--- src/rtl/fm_bus_if.sv ---
// Bus bundle for fm_bus_seq: speccy AY-side pins plus the shared local chip bus.
interface fm_bus_if #(
   parameter int unsigned NCHIPS = 3,
   parameter int unsigned SELW   = 3
);
   logic              aybdir;
   logic              aybc1;
   logic [7:0]        ayd_in;
   logic [7:0]        ayd_out;
   logic              ayd_oe;
   logic [7:0]        d_in;
   logic [7:0]        d_out;
   logic              d_oe;
   logic [NCHIPS-1:0] cs_n;
   logic              wr_n;
   logic              rd_n;
   logic              a0;
   logic [SELW-1:0]   sel;
   logic              busy;
   logic              ovf;

   modport master (
      output aybdir, aybc1, ayd_in, d_in,
      input  ayd_out, ayd_oe, d_out, d_oe, cs_n, wr_n, rd_n, a0, sel, busy, ovf
   );

   modport slave (
      input  aybdir, aybc1, ayd_in, d_in,
      output ayd_out, ayd_oe, d_out, d_oe, cs_n, wr_n, rd_n, a0, sel, busy, ovf
   );
endinterface

--- src/rtl/fm_bus_seq.sv ---
// AY bus cycle decoder and timed replay sequencer for NCHIPS chips on one local bus.
// Optional macro CFG_READBACK_EN: config-mode reads return {4'hF, sel} instead of 8'hFF.
module fm_bus_seq #(
   parameter int unsigned NCHIPS     = 3,
   parameter int unsigned SELW       = 3,
   parameter int unsigned SETUP_CYC  = 2,
   parameter int unsigned STROBE_CYC = 8,
   parameter int unsigned HOLD_CYC   = 2
) (
   input logic        fclk,
   input logic        rst_n,
   fm_bus_if.slave    bus
);
   localparam int unsigned CW = 8;
   localparam logic [1:0] PhIdle  = 2'b00;
   localparam logic [1:0] PhRead  = 2'b01;
   localparam logic [1:0] PhWrite = 2'b10;
   localparam logic [1:0] PhLatch = 2'b11;

   typedef enum logic [1:0] {StIdle, StSetup, StStrobe, StHold} state_e;

   logic [1:0]        sync1_q, sync2_q, phase_q, phase_d;
   logic              cfg_q, cfg_d;
   logic [SELW-1:0]   sel_q, sel_d;
   logic              ovf_q, ovf_d;
   logic              pend_vld_q, pend_vld_d, pend_a0_q, pend_a0_d, pend_rd_q, pend_rd_d;
   logic [SELW-1:0]   pend_sel_q, pend_sel_d;
   logic [7:0]        pend_data_q, pend_data_d;
   state_e            state_q, state_d;
   logic [CW-1:0]     cnt_q, cnt_d;
   logic              cmd_a0_q, cmd_a0_d, cmd_rd_q, cmd_rd_d;
   logic [SELW-1:0]   cmd_sel_q, cmd_sel_d;
   logic [7:0]        cmd_data_q, cmd_data_d;
   logic [7:0]        rd_buf_q, rd_buf_d, ayd_out_q, ayd_out_d;
   logic              ayd_oe_q, ayd_oe_d;
   logic [NCHIPS-1:0] cs_n_q, cs_n_d;
   logic              wr_n_q, wr_n_d, rd_n_q, rd_n_d, a0_q, a0_d, d_oe_q, d_oe_d;
   logic              busy_q, busy_d;
   logic [7:0]        d_out_q, d_out_d;
   logic              new_cmd, new_a0, new_rd, consume;
   logic [7:0]        rdback;

`ifdef CFG_READBACK_EN
   assign rdback = {4'hF, 4'(sel_q)};
`else
   assign rdback = 8'hFF;
`endif

   always_comb begin
      phase_d     = sync2_q;
      cfg_d       = cfg_q;
      sel_d       = sel_q;
      ovf_d       = ovf_q;
      pend_vld_d  = pend_vld_q;
      pend_a0_d   = pend_a0_q;
      pend_rd_d   = pend_rd_q;
      pend_sel_d  = pend_sel_q;
      pend_data_d = pend_data_q;
      state_d     = state_q;
      cnt_d       = cnt_q;
      cmd_a0_d    = cmd_a0_q;
      cmd_rd_d    = cmd_rd_q;
      cmd_sel_d   = cmd_sel_q;
      cmd_data_d  = cmd_data_q;
      rd_buf_d    = rd_buf_q;
      ayd_out_d   = ayd_out_q;
      new_cmd     = 1'b0;
      new_a0      = 1'b0;
      new_rd      = 1'b0;

      // Commands fire only on the cycle the decoded phase changes.
      if (phase_d != phase_q) begin
         unique case (phase_d)
            PhLatch: begin
               if (bus.ayd_in[7:4] == 4'hF) begin
                  cfg_d = 1'b1;
                  if (32'(bus.ayd_in[SELW-1:0]) < NCHIPS) sel_d = bus.ayd_in[SELW-1:0];
               end else begin
                  cfg_d   = 1'b0;
                  new_cmd = 1'b1;
               end
            end
            PhWrite: begin
               new_cmd = !cfg_q;
               new_a0  = 1'b1;
            end
            PhRead: begin
               if (cfg_q) begin
                  ayd_out_d = rdback;
               end else begin
                  new_cmd   = 1'b1;
                  new_a0    = 1'b1;
                  new_rd    = 1'b1;
                  ayd_out_d = rd_buf_q;
               end
            end
            default: ;
         endcase
      end

      consume = (state_q == StIdle) && pend_vld_q;

      unique case (state_q)
         StIdle: begin
            if (pend_vld_q) begin
               state_d    = StSetup;
               cnt_d      = CW'(SETUP_CYC - 1);
               cmd_a0_d   = pend_a0_q;
               cmd_rd_d   = pend_rd_q;
               cmd_sel_d  = pend_sel_q;
               cmd_data_d = pend_data_q;
               pend_vld_d = 1'b0;
            end
         end
         StSetup: begin
            if (cnt_q == '0) begin
               state_d = StStrobe;
               cnt_d   = CW'(STROBE_CYC - 1);
            end else begin
               cnt_d = cnt_q - 1'b1;
            end
         end
         StStrobe: begin
            if (cnt_q == '0) begin
               state_d = StHold;
               cnt_d   = CW'(HOLD_CYC - 1);
               if (cmd_rd_q) begin
                  rd_buf_d  = bus.d_in;
                  ayd_out_d = bus.d_in;
               end
            end else begin
               cnt_d = cnt_q - 1'b1;
            end
         end
         StHold: begin
            if (cnt_q == '0) state_d = StIdle;
            else             cnt_d   = cnt_q - 1'b1;
         end
         default: state_d = StIdle;
      endcase

      // A slot being consumed this cycle counts as free.
      if (new_cmd) begin
         if (pend_vld_q && !consume) begin
            ovf_d = 1'b1;
         end else begin
            pend_vld_d  = 1'b1;
            pend_a0_d   = new_a0;
            pend_rd_d   = new_rd;
            pend_sel_d  = sel_q;
            pend_data_d = bus.ayd_in;
         end
      end

      cs_n_d  = '1;
      a0_d    = 1'b0;
      d_oe_d  = 1'b0;
      d_out_d = 8'h00;
      wr_n_d  = 1'b1;
      rd_n_d  = 1'b1;
      busy_d  = (state_d != StIdle);
      if (busy_d) begin
         for (int unsigned i = 0; i < NCHIPS; i++) begin
            if (cmd_sel_d == SELW'(i)) cs_n_d[i] = 1'b0;
         end
         a0_d = cmd_a0_d;
         if (!cmd_rd_d) begin
            d_oe_d  = 1'b1;
            d_out_d = cmd_data_d;
         end
         if (state_d == StStrobe) begin
            wr_n_d = cmd_rd_d;
            rd_n_d = !cmd_rd_d;
         end
      end
      ayd_oe_d = (phase_d == PhRead);
   end

   always_ff @(posedge fclk) begin
      if (!rst_n) begin
         sync1_q     <= PhIdle;
         sync2_q     <= PhIdle;
         phase_q     <= PhIdle;
         cfg_q       <= 1'b0;
         sel_q       <= '0;
         ovf_q       <= 1'b0;
         pend_vld_q  <= 1'b0;
         pend_a0_q   <= 1'b0;
         pend_rd_q   <= 1'b0;
         pend_sel_q  <= '0;
         pend_data_q <= 8'h00;
         state_q     <= StIdle;
         cnt_q       <= '0;
         cmd_a0_q    <= 1'b0;
         cmd_rd_q    <= 1'b0;
         cmd_sel_q   <= '0;
         cmd_data_q  <= 8'h00;
         rd_buf_q    <= 8'hFF;
         ayd_out_q   <= 8'hFF;
         ayd_oe_q    <= 1'b0;
         cs_n_q      <= '1;
         wr_n_q      <= 1'b1;
         rd_n_q      <= 1'b1;
         a0_q        <= 1'b0;
         d_oe_q      <= 1'b0;
         d_out_q     <= 8'h00;
         busy_q      <= 1'b0;
      end else begin
         sync1_q     <= {bus.aybdir, bus.aybc1};
         sync2_q     <= sync1_q;
         phase_q     <= phase_d;
         cfg_q       <= cfg_d;
         sel_q       <= sel_d;
         ovf_q       <= ovf_d;
         pend_vld_q  <= pend_vld_d;
         pend_a0_q   <= pend_a0_d;
         pend_rd_q   <= pend_rd_d;
         pend_sel_q  <= pend_sel_d;
         pend_data_q <= pend_data_d;
         state_q     <= state_d;
         cnt_q       <= cnt_d;
         cmd_a0_q    <= cmd_a0_d;
         cmd_rd_q    <= cmd_rd_d;
         cmd_sel_q   <= cmd_sel_d;
         cmd_data_q  <= cmd_data_d;
         rd_buf_q    <= rd_buf_d;
         ayd_out_q   <= ayd_out_d;
         ayd_oe_q    <= ayd_oe_d;
         cs_n_q      <= cs_n_d;
         wr_n_q      <= wr_n_d;
         rd_n_q      <= rd_n_d;
         a0_q        <= a0_d;
         d_oe_q      <= d_oe_d;
         d_out_q     <= d_out_d;
         busy_q      <= busy_d;
      end
   end

   assign bus.ayd_out = ayd_out_q;
   assign bus.ayd_oe  = ayd_oe_q;
   assign bus.d_out   = d_out_q;
   assign bus.d_oe    = d_oe_q;
   assign bus.cs_n    = cs_n_q;
   assign bus.wr_n    = wr_n_q;
   assign bus.rd_n    = rd_n_q;
   assign bus.a0      = a0_q;
   assign bus.sel     = sel_q;
   assign bus.busy    = busy_q;
   assign bus.ovf     = ovf_q;
endmodule
--- src/flat_wrapper.sv ---
// flat-port wrapper written by rule: the top's interface ports become plain ports
module fm_bus_seq_flat 
#(
   parameter int unsigned NCHIPS     = 3,
   parameter int unsigned SELW       = 3,
   parameter int unsigned SETUP_CYC  = 2,
   parameter int unsigned STROBE_CYC = 8,
   parameter int unsigned HOLD_CYC   = 2
)
  (fclk, rst_n, bus_aybdir, bus_aybc1, bus_ayd_in, bus_d_in, bus_ayd_out, bus_ayd_oe, bus_d_out, bus_d_oe, bus_cs_n, bus_wr_n, bus_rd_n, bus_a0, bus_sel, bus_busy, bus_ovf);
  fm_bus_if #(.NCHIPS(NCHIPS), .SELW(SELW)) bus_i ();
  input logic fclk;
  input logic rst_n;
  input wire logic [$bits(bus_i.aybdir)-1:0] bus_aybdir;
  input wire logic [$bits(bus_i.aybc1)-1:0] bus_aybc1;
  input wire logic [$bits(bus_i.ayd_in)-1:0] bus_ayd_in;
  input wire logic [$bits(bus_i.d_in)-1:0] bus_d_in;
  output wire logic [$bits(bus_i.ayd_out)-1:0] bus_ayd_out;
  output wire logic [$bits(bus_i.ayd_oe)-1:0] bus_ayd_oe;
  output wire logic [$bits(bus_i.d_out)-1:0] bus_d_out;
  output wire logic [$bits(bus_i.d_oe)-1:0] bus_d_oe;
  output wire logic [$bits(bus_i.cs_n)-1:0] bus_cs_n;
  output wire logic [$bits(bus_i.wr_n)-1:0] bus_wr_n;
  output wire logic [$bits(bus_i.rd_n)-1:0] bus_rd_n;
  output wire logic [$bits(bus_i.a0)-1:0] bus_a0;
  output wire logic [$bits(bus_i.sel)-1:0] bus_sel;
  output wire logic [$bits(bus_i.busy)-1:0] bus_busy;
  output wire logic [$bits(bus_i.ovf)-1:0] bus_ovf;
  assign bus_i.aybdir = bus_aybdir;
  assign bus_i.aybc1 = bus_aybc1;
  assign bus_i.ayd_in = bus_ayd_in;
  assign bus_i.d_in = bus_d_in;
  assign bus_ayd_out = bus_i.ayd_out;
  assign bus_ayd_oe = bus_i.ayd_oe;
  assign bus_d_out = bus_i.d_out;
  assign bus_d_oe = bus_i.d_oe;
  assign bus_cs_n = bus_i.cs_n;
  assign bus_wr_n = bus_i.wr_n;
  assign bus_rd_n = bus_i.rd_n;
  assign bus_a0 = bus_i.a0;
  assign bus_sel = bus_i.sel;
  assign bus_busy = bus_i.busy;
  assign bus_ovf = bus_i.ovf;
  fm_bus_seq #(.NCHIPS(NCHIPS), .SELW(SELW), .SETUP_CYC(SETUP_CYC), .STROBE_CYC(STROBE_CYC), .HOLD_CYC(HOLD_CYC)) u_core (.fclk(fclk), .rst_n(rst_n), .bus(bus_i));
endmodule
--- config.mk ---
export PLATFORM = sky130hd
export DESIGN_NAME = fm_bus_seq_flat
export DESIGN_NICKNAME = d
export VERILOG_FILES = /design/src/rtl/fm_bus_if.sv /design/src/rtl/fm_bus_seq.sv /design/src/flat_wrapper.sv
export SDC_FILE = /design/constraint.sdc
export NUM_CORES = 1
export LEC_CHECK = 0
export BUFFER_PORTS_ARGS = -buffer_cell sky130_fd_sc_hd__buf_4
export CAP_MARGIN = 0
export CORE_UTILIZATION = 35
export CTS_BUF_LIST = sky130_fd_sc_hd__clkbuf_4
export DETAILED_ROUTE_END_ITERATION = 6
export GPL_TIMING_DRIVEN = 0
export PLACE_DENSITY = 0.52
export SYNTH_ARGS = -nofsm -noshare
export SYNTH_HDL_FRONTEND = slang
export SYNTH_SLANG_ARGS = --single-unit
--- constraint.sdc ---
create_clock -name fclk -period 2.2 [get_ports fclk]
set_clock_uncertainty 0.05 [all_clocks]
set_input_delay 0.22 -clock fclk [delete_from_list [all_inputs] [get_ports fclk]]
set_output_delay 0.22 -clock fclk [all_outputs]
set_load 0.005 [all_outputs]
==> results of run 1 <==
cells by family (layout without fill, tap and decap cells):
| logic type | after synthesis | after routing | synth area share [%] |
|---|---|---|---|
| compound gates | 57 | 57 | 11.8 |
| xor+xnor | 3 | 3 | 0.825 |
| fa+ha+maj | 5 | 5 | 1.96 |
| buf+inv | 25 | 105 | 3.89 |
| flops | 81 | 81 | 50.9 |
| mux | 30 | 30 | 9.46 |
| simple gates | 134 | 134 | 21.2 |
layout by cell type, fill, tap and decap left out, types with 7 or more instances in the layout:
master and count:
sky130_fd_sc_hd__clkbuf_1 8, sky130_fd_sc_hd__a21oi_1 14, sky130_fd_sc_hd__nand3_1 13, sky130_fd_sc_hd__nor2_1 35, sky130_fd_sc_hd__o21ai_0 13, sky130_fd_sc_hd__o211ai_1 8, sky130_fd_sc_hd__clkbuf_4 10, sky130_fd_sc_hd__dfxtp_1 81
sky130_fd_sc_hd__inv_1 7, sky130_fd_sc_hd__dlygate4sd3_1 15, sky130_fd_sc_hd__and2_1 7, sky130_fd_sc_hd__buf_4 54, sky130_fd_sc_hd__nand2_1 50, sky130_fd_sc_hd__mux2i_1 29
sequential cells by signal (all words and copies together) (netlist names), 3 cells and up:
register and flops:
u_core.bus.ayd_out 8, u_core.bus.d_out 8, u_core.cmd_data_q 8, u_core.cnt_q 8, u_core.pend_data_q 8, u_core.rd_buf_q 8, u_core.bus.cs_n 3, u_core.bus.sel 3
u_core.cmd_sel_q 3, u_core.pend_sel_q 3
metal layers:
layer / routed length (µm) / part of all wire (%)
met1: 3480 / 49
met2: 3230 / 46
met3: 297 / 4.2
met4: 87 / 1.2
met5: 0 / 0
what timing repair did:
action	in CTS	in global routing
hold buffers	13	2
setup endpoints to repair	8	38
buffers inserted	0	3
hold endpoints to repair	21	2
resized for setup	0	2
layout make-up:
class / count / area, µm²
buffer: 17 / 93.8
clock inverter: 5 / 81.3
tap: 108 / 135
multi-input combinational: 229 / 1440
sequential: 81 / 1620
timing repair buffer: 66 / 533
clock buffer: 10 / 75.1
inverter: 7 / 26.3
fill: 887 / 4750
worst max-delay path: stages, from the launching register on:
cell and delay (ns):
sky130_fd_sc_hd__dfxtp_1 0.38, sky130_fd_sc_hd__inv_1 0.07, sky130_fd_sc_hd__ha_1 0.28, sky130_fd_sc_hd__nor4b_4 0.18
sky130_fd_sc_hd__buf_4 0.15, sky130_fd_sc_hd__a41o_2 0.31, sky130_fd_sc_hd__or4_1 0.51
synthesized netlist by cell type (2+ instances only):
| cell | instances |
|---|---|
| sky130_fd_sc_hd__o21ai_0 | 14 |
| sky130_fd_sc_hd__a41oi_1 | 3 |
| sky130_fd_sc_hd__buf_6 | 2 |
| sky130_fd_sc_hd__mux2i_1 | 29 |
| sky130_fd_sc_hd__o211ai_1 | 8 |
| sky130_fd_sc_hd__nor3_1 | 4 |
| sky130_fd_sc_hd__buf_2 | 3 |
| sky130_fd_sc_hd__nor2_1 | 35 |
| sky130_fd_sc_hd__o21ai_2 | 2 |
| sky130_fd_sc_hd__nor2b_1 | 5 |
| sky130_fd_sc_hd__or3_1 | 2 |
| sky130_fd_sc_hd__inv_1 | 7 |
| sky130_fd_sc_hd__o21a_1 | 2 |
| sky130_fd_sc_hd__a21oi_1 | 14 |
| sky130_fd_sc_hd__o21ai_1 | 3 |
| sky130_fd_sc_hd__dfxtp_1 | 81 |
| sky130_fd_sc_hd__clkbuf_1 | 9 |
| sky130_fd_sc_hd__xor2_1 | 3 |
| sky130_fd_sc_hd__nand2_1 | 50 |
| sky130_fd_sc_hd__nor3_2 | 2 |
| sky130_fd_sc_hd__ha_1 | 5 |
| sky130_fd_sc_hd__nand4_1 | 2 |
| sky130_fd_sc_hd__nand3_1 | 13 |
| sky130_fd_sc_hd__buf_4 | 3 |
| sky130_fd_sc_hd__and2_1 | 7 |
report_power, final:
group	leakage [µW]	internal [µW]	switching (µW)	total [µW]
Combinational	0.000874	343	435	779
Sequential	0.000655	1520	58.4	1580
Clock	0.0000824	468	494	962
Total	0.00161	2340	987	3320
per-stage QoR:
step / std cells / instance area (µm²) / worst slack (ns) / hold slack [ns]
after floorplan: 335 / 3190 / 0.380 / 0.297
after global placement: 491 / 3680 / -0.0371 / 0.365
after detailed placement: 491 / 3680 / -0.0325 / 0.376
after CTS: 518 / 3970 / 0.0517 / 0.00327
after global routing: 523 / 4010 / 0.0179 / 0.00431
final: 523 / 4010 / 0.152 / 0.0433
final timing paths:
check | slack [ns] | endpoint
setup / recovery | 0.15 | u_core.bus.cs_n[0]
hold / removal | 0.04 | u_core.bus.sel[0]
setup reg to reg | 0.15 | u_core.bus.cs_n[0]
hold reg to reg | 0.39 | u_core.phase_d[1]
==> results_tabular.tex, run 1 <==
\begin{tabular}{lr}
\hline
Metric & Value \\
\hline
\multicolumn{2}{l}{\textbf{Status}} \\
\quad Status & finished clean \\
\multicolumn{2}{l}{\textbf{Logic synthesis}} \\
\quad Synth area leader & sky130\_fd\_sc\_hd\_\_dfxtp\_1 \\
\quad EDFF count, synth & 0 \\
\quad Number of unique standard cell types used by synthesis & 52 \\
\quad FFs w/ async S/R, synth & 0\% \\
\quad Dominant synthesized flop cell & sky130\_fd\_sc\_hd\_\_dfxtp\_1 \\
\quad Sequential element share of the synthesized area & 50.9\% \\
\quad Area fraction of the dominant cell type after synthesis & 50.9\% \\
\quad Mapped Nets & 360 \\
\quad Avg Inst Size Synth & 9.51 µm² \\
\quad Area contributors post-synth & sky130\_fd\_sc\_hd\_\_dfxtp\_1 (51\%), sky130\_fd\_sc\_hd\_\_mux2i\_1 (9.1\%), sky130\_fd\_sc\_hd\_\_nand2\_1 (5.9\%) \\
\quad Post-synthesis cell count & 335 \\
\quad Cell area after synthesis & 0.00319 mm² \\
\quad Warnings, synthesis & 0 \\
\quad Synthesis-stage register bit count & 81 \\
\multicolumn{2}{l}{\textbf{Layout}} \\
\quad Synthesis-to-finish area growth & 25.8\% \\
\quad Final Net Count & 436 \\
\quad Count of antenna diodes in the layout & 0 \\
\quad Share of cells above drive strength 1 & 21.0\% \\
\quad Utilization after layout & 45.8\% \\
\multicolumn{2}{l}{\textbf{STA}} \\
\quad Final critical path time including I/O delays and setup & 2.05 ns \\
\quad Worst-Margin Slew & 0.728 ns \\
\quad Unrepaired setup endpoints after global routing & false \\
\quad Max-Slew Margin vs Limit & 51.2\% \\
\quad Final count of hold timing violations & 0 \\
\quad Max-slew violations & 0 \\
\quad Count of final setup violators & 0 \\
\quad Final TNS setup & 0 ns \\
\quad Max Freq & 0.488 GHz \\
\quad Crit share post-route & 93.1\% \\
\multicolumn{2}{l}{\textbf{Placed design}} \\
\quad Routability Congestion & 0.779 \\
\quad DP Wirelength & 4.98 mm \\
\quad Input/output buffers & 48 \\
\multicolumn{2}{l}{\textbf{Routing}} \\
\quad Routed via count & 2559 \\
\quad Routed via count divided by cell count & 4.89 \\
\quad Number of nets with antenna violations after routing & 0 \\
\quad Routed wire per std cell & 13.6 µm \\
\quad Detailed-routing iteration count for the pre-antenna-repair pass & 4 \\
\quad DRC violation count after routing & 0 \\
\quad Number of DRC markers after the initial detailed-route iteration & 49 \\
\quad Final wirelength & 7.10 mm \\
\multicolumn{2}{l}{\textbf{Critical path}} \\
\quad Category of the critical setup timing path & reg -> reg \\
\quad Signal arrival time at the worst endpoint & 2.29 ns \\
\quad Critical Path Start Type & flip-flop \\
\quad Required time worst endpoint & 2.44 ns \\
\quad Maximum fanout along the worst path & 7 \\
\quad Startpoint of the worst-slack reg-to-reg timing path & u\_core.cnt\_q[0] \\
\quad Cell count of the worst reg-to-reg path & 6 \\
\quad Endpoint type of the worst setup path & flip-flop \\
\quad Source of the critical timing path & u\_core.cnt\_q[0] \\
\multicolumn{2}{l}{\textbf{Die}} \\
\quad Initial cell density of the core & 36.4\% \\
\quad Full die area & 0.00949 mm² \\
\quad Cell row count & 34 \\
\quad Placeable core area & 0.00876 mm² \\
\quad Die width & 97.4 µm \\
\quad Number of I/O pins & 49 \\
\quad Die height & 97.4 µm \\
\multicolumn{2}{l}{\textbf{Clock tree}} \\
\quad Clock slew seen by the registers of the worst setup and hold paths & 0.13 ns \\
\quad Insertion delay of the later-clocked pin in the worst-skew pair & 0.41 ns \\
\quad CTS Buf Count & 9 \\
\quad Clock tree buffer depth & 2 \\
\quad Number of clock sinks & 81 \\
\quad Root Buffer & sky130\_fd\_sc\_hd\_\_clkbuf\_4 \\
\quad Deepest level of the CTS H-tree & 3 \\
\quad CTS tree & yes \\
\multicolumn{2}{l}{\textbf{Global route}} \\
\quad Met2 Usage GRT & 24.8\% \\
\quad Initial antenna violation count & 0 \\
\quad Number of global-route vias before repair & 2417 \\
\quad Met1 track demand over resource & 21.2\% \\
\quad Grt total ovfl & 0 \\
\quad Pin count of the biggest net entering global routing & 14 \\
\quad GRT Util Overall & 15.9\% \\
\quad Gr busiest metal & met2 \\
\quad Met3 usage & 5.04\% \\
\quad Wire length of the first global-routing pass & 12.0 mm \\
\multicolumn{2}{l}{\textbf{Min path}} \\
\quad Number of cells on the worst hold path & 3 \\
\quad Worst hold path startpoint & bus\_ayd\_in[0] \\
\quad Class of the tightest hold or removal check & in -> reg \\
\multicolumn{2}{l}{\textbf{Power and ir drop}} \\
\quad Maximum ir drop on the vdd rail & 0.378 mV \\
\quad Pwr dens & 829 mW/mm² \\
\quad Final total power & 3320 µW \\
\quad Leakage power & 0.00161 µW \\
\multicolumn{2}{l}{\textbf{Flow run}} \\
\quad Maximum capacitance violations & 0 \\
\hline
\end{tabular}
Note: power is estimated with default switching activity, not from simulation.
==> run 2: changes to the inputs <==
Settings changed: BUFFER_PORTS_ARGS -buffer_cell sky130_fd_sc_hd__buf_4 to -buffer_cell sky130_fd_sc_hd__buf_2.
==> run 2 against run 1 <==
- utilization is 1.0 points lower
- sequential share of layout area is 0.92 points higher
- combinational power is 5.3% lower
- count of clock-buffer cells in the layout is 1 higher
- die area stayed put
- final cell count is 0.38% higher
- hold slack better by 0.11 ns
- power is 1.2% lower
- first-iteration DRC count is 80% higher
- critical path depth stayed put
- clock power hardly changed
==> results_tabular.tex, run 2 (synthesis results as in run 1) <==
\begin{tabular}{lr}
\hline
Metric & Value \\
\hline
\multicolumn{2}{l}{\textbf{Critical path}} \\
\quad Register-to-register setup slack & 0.17 ns (+0.02 ns) \\
\quad Signal arrival time at the worst endpoint & 2.29 ns (about the same) \\
\quad Critical Path Start Type & flip-flop \\
\quad CP max-delay cell & sky130\_fd\_sc\_hd\_\_or4\_1 \\
\quad Maximum fanout along the worst path & 7 (unchanged) \\
\quad Critical path endpoint & u\_core.bus.cs\_n[0] \\
\quad Crit path largest cell delay & 0.50 ns (about the same) \\
\quad Startpoint of the worst-slack reg-to-reg timing path & u\_core.cnt\_q[0] \\
\quad Cell count of the worst reg-to-reg path & 6 (unchanged) \\
\quad Cells traversed along the worst timing path & inv\_1 > ha\_1 > nor4b\_4 > buf\_4 > a41o\_2 > or4\_1 \\
\quad Source of the critical timing path & u\_core.cnt\_q[0] \\
\quad Required time worst endpoint & 2.46 ns (+0.02 ns) \\
\quad Category of the critical setup timing path & reg -> reg \\
\quad Critical register-to-register path endpoint & u\_core.bus.cs\_n[0] \\
\quad Endpoint type of the worst setup path & flip-flop \\
\multicolumn{2}{l}{\textbf{Min path}} \\
\quad Worst hold path startpoint & rst\_n \\
\quad Class of the tightest hold or removal check & in -> reg \\
\multicolumn{2}{l}{\textbf{Layout}} \\
\quad Commonest cells after routing, fill and taps aside & sky130\_fd\_sc\_hd\_\_dfxtp\_1 (81), sky130\_fd\_sc\_hd\_\_buf\_2 (51), sky130\_fd\_sc\_hd\_\_nand2\_1 (50), sky130\_fd\_sc\_hd\_\_nor2\_1 (35), sky130\_fd\_sc\_hd\_\_mux2i\_1 (29) \\
\quad Post-route standard cell area excluding fillers & 0.00392 mm² (-2.2\%) \\
\quad Final Net Count & 438 (+0.46\%) \\
\quad Synthesis-to-finish area growth & 23.0\% \\
\quad Utilization after layout & 44.7\% (-1.0 points) \\
\quad Filler Cells Inserted & 875 (-1.4\%) \\
\quad Count of antenna diodes in the layout & 0 (unchanged) \\
\quad Most frequent standard cell in the layout excluding fill and tap cells & sky130\_fd\_sc\_hd\_\_dfxtp\_1 \\
\quad Post-route non-filler standard cell count & 525 (+0.38\%) \\
\quad Share of cells above drive strength 1 & 20.6\% (-0.34 points) \\
\multicolumn{2}{l}{\textbf{STA}} \\
\quad Final count of hold timing violations & 0 (unchanged) \\
\quad Count of final setup violators & 0 (unchanged) \\
\quad Hold\_ws & 0.149 ns (+0.106 ns) \\
\quad Worst-Margin Slew & 0.762 ns (+0.0339 ns) \\
\quad Max Freq & 0.492 GHz (+0.85\%) \\
\quad Max-Slew Margin vs Limit & 49.0\% (-2.3 points) \\
\quad Final critical path time including I/O delays and setup & 2.03 ns (-0.0174 ns) \\
\quad Crit share post-route & 92.3\% (-0.79 points) \\
\quad Max-slew violations & 0 (unchanged) \\
\quad Unrepaired setup endpoints after global routing & false \\
\multicolumn{2}{l}{\textbf{Clock tree}} \\
\quad CTS tree & yes \\
\quad Clock slew seen by the registers of the worst setup and hold paths & 0.12 ns (about the same) \\
\quad Insertion delay of the later-clocked pin in the worst-skew pair & 0.42 ns (about the same) \\
\quad Deepest level of the CTS H-tree & 3 (unchanged) \\
\quad Number of clock sinks & 81 (unchanged) \\
\quad CTS Buf Count & 9 (unchanged) \\
\quad Root Buffer & sky130\_fd\_sc\_hd\_\_clkbuf\_4 \\
\quad Clock tree buffer depth & 2 (unchanged) \\
\multicolumn{2}{l}{\textbf{Power and ir drop}} \\
\quad Maximum ir drop on the vdd rail & 0.281 mV (-26\%) \\
\quad Total internal power & 2310 µW (-1.0\%) \\
\quad Switching power share of the total & 29.6\% (-0.14 points) \\
\quad Switching pwr & 971 µW (-1.7\%) \\
\quad Pwr dens & 837 mW/mm² (+1.0\%) \\
\quad Clock power frac & 29.3\% (+0.4 points) \\
\quad Combinational share of power & 22.5\% (-0.9 points) \\
\quad Power share of the sequential group & 48.2\% (+0.6 points) \\
\quad Leakage power & 0.00159 µW (-1.3\%) \\
\multicolumn{2}{l}{\textbf{Die}} \\
\quad Placeable core area & 0.00876 mm² (unchanged) \\
\quad Number of I/O pins & 49 (unchanged) \\
\quad Die width & 97.4 µm (unchanged) \\
\quad Cell row count & 34 (unchanged) \\
\quad Die height & 97.4 µm (unchanged) \\
\quad Initial cell density of the core & 36.4\% (unchanged) \\
\quad Full die area & 0.00949 mm² (unchanged) \\
\multicolumn{2}{l}{\textbf{Placed design}} \\
\quad Input/output buffers & 48 (unchanged) \\
\quad Area post-placement & 0.00356 mm² (-3.3\%) \\
\quad DP Wirelength & 4.90 mm (-1.6\%) \\
\quad Routability Congestion & 0.782 (+0.37\%) \\
\quad Placed instance count & 491 (unchanged) \\
\multicolumn{2}{l}{\textbf{Global route}} \\
\quad GRT Util Overall & 16.1\% (+0.23 points) \\
\quad Pin count of the biggest net entering global routing & 13 (-1) \\
\quad Initial antenna violation count & 0 (unchanged) \\
\quad Grt total ovfl & 0 (unchanged) \\
\quad Wire length of the first global-routing pass & 12.2 mm (+1.4\%) \\
\quad Number of global-route vias before repair & 2496 (+3.3\%) \\
\multicolumn{2}{l}{\textbf{Routing}} \\
\quad Routed via count & 2552 (-0.27\%) \\
\quad Routed via count divided by cell count & 4.86 (-0.65\%) \\
\quad Number of nets with antenna violations after routing & 0 (unchanged) \\
\quad Detailed-routing iteration count for the pre-antenna-repair pass & 4 (unchanged) \\
\quad Final wirelength & 7.09 mm (-0.18\%) \\
\quad Number of DRC markers after the initial detailed-route iteration & 88 (+80\%) \\
\quad DRC violation count after routing & 0 (unchanged) \\
\quad Routed wire per std cell & 13.5 µm (-0.56\%) \\
\multicolumn{2}{l}{\textbf{Flow run}} \\
\quad Maximum capacitance violations & 0 (unchanged) \\
\multicolumn{2}{l}{\textbf{Status}} \\
\quad Status & finished clean \\
\hline
\end{tabular}
[run 2: timing repair]
item,4_1_cts,5_1_grt
cloned,0,0
endpoints found under the hold margin,25,1
resized for setup,0,4
pin swaps,0,1
buffers inserted,0,2
endpoints found under the setup margin,8,37
hold buffers,17,1
[run 2: worst min path at each step]
stage,end,slack (ns),depth (start not counted)
floorplan,u_core.sync1_q[0],0.30,1
global placement,u_core.phase_d[1],0.37,1
detailed placement,u_core.phase_d[0],0.37,1
CTS,u_core.bus.sel[1],0.003,3
global route,u_core.bus.a0,0.17,3
finish,u_core.bus.a0,0.15,3
[run 2: metrics by stage]
step / TNS, ns / setup WS [ns] / total power (µW)
floorplan: 0 / 0.380 / 2080
global placement: -0.271 / -0.0539 / 2260
detailed placement: -0.555 / -0.0923 / 2250
CTS: 0 / 0.00360 / 3250
global route: 0 / 0.0743 / 3480
finish: 0 / 0.169 / 3280
[run 2: layout make-up]
class	instances	area [µm²]	share of cell area, %
flip-flops and latches	81	1620	41.4
plain buffers	17	93.8	2.39
multi-input cells	229	1460	37.2
clock buffers	11	82.6	2.11
inverters	7	26.3	0.670
well taps	108	135	3.45
repair buffers	68	435	11.1
clock inverters	4	68.8	1.75
[run 2: worst max-delay path: cells and delay by family, from the launching register on]
family | cells | cell delay [ns]
AOI/OAI and AO/OA | 1 | 0.31
buffers and inverters | 2 | 0.24
adders and majority gates | 1 | 0.28
and+or+nand+nor | 2 | 0.66
DFF | 1 | 0.38
[run 2: power groups by stage]
stage                     logic [µW]  registers, µW  clock network (µW)
final                            738           1580                 963
after detailed placement         639           1620                   0
after global routing             825           1590                1060
after global placement           645           1610                   0
after CTS                        668           1580                 999
after floorplan                  477           1600                   0
[run 2: layer usage]
layer  vias to the layer above  part of all wire (%)  global-route usage (%)
met4                         0                   2.3                    8.14
met2                        52                    45                    25.1
met5                         -                     0                       0
met1                      1163                    49                    21.4
li1                       1325                     -                       -
met3                        12                   3.9                    2.73
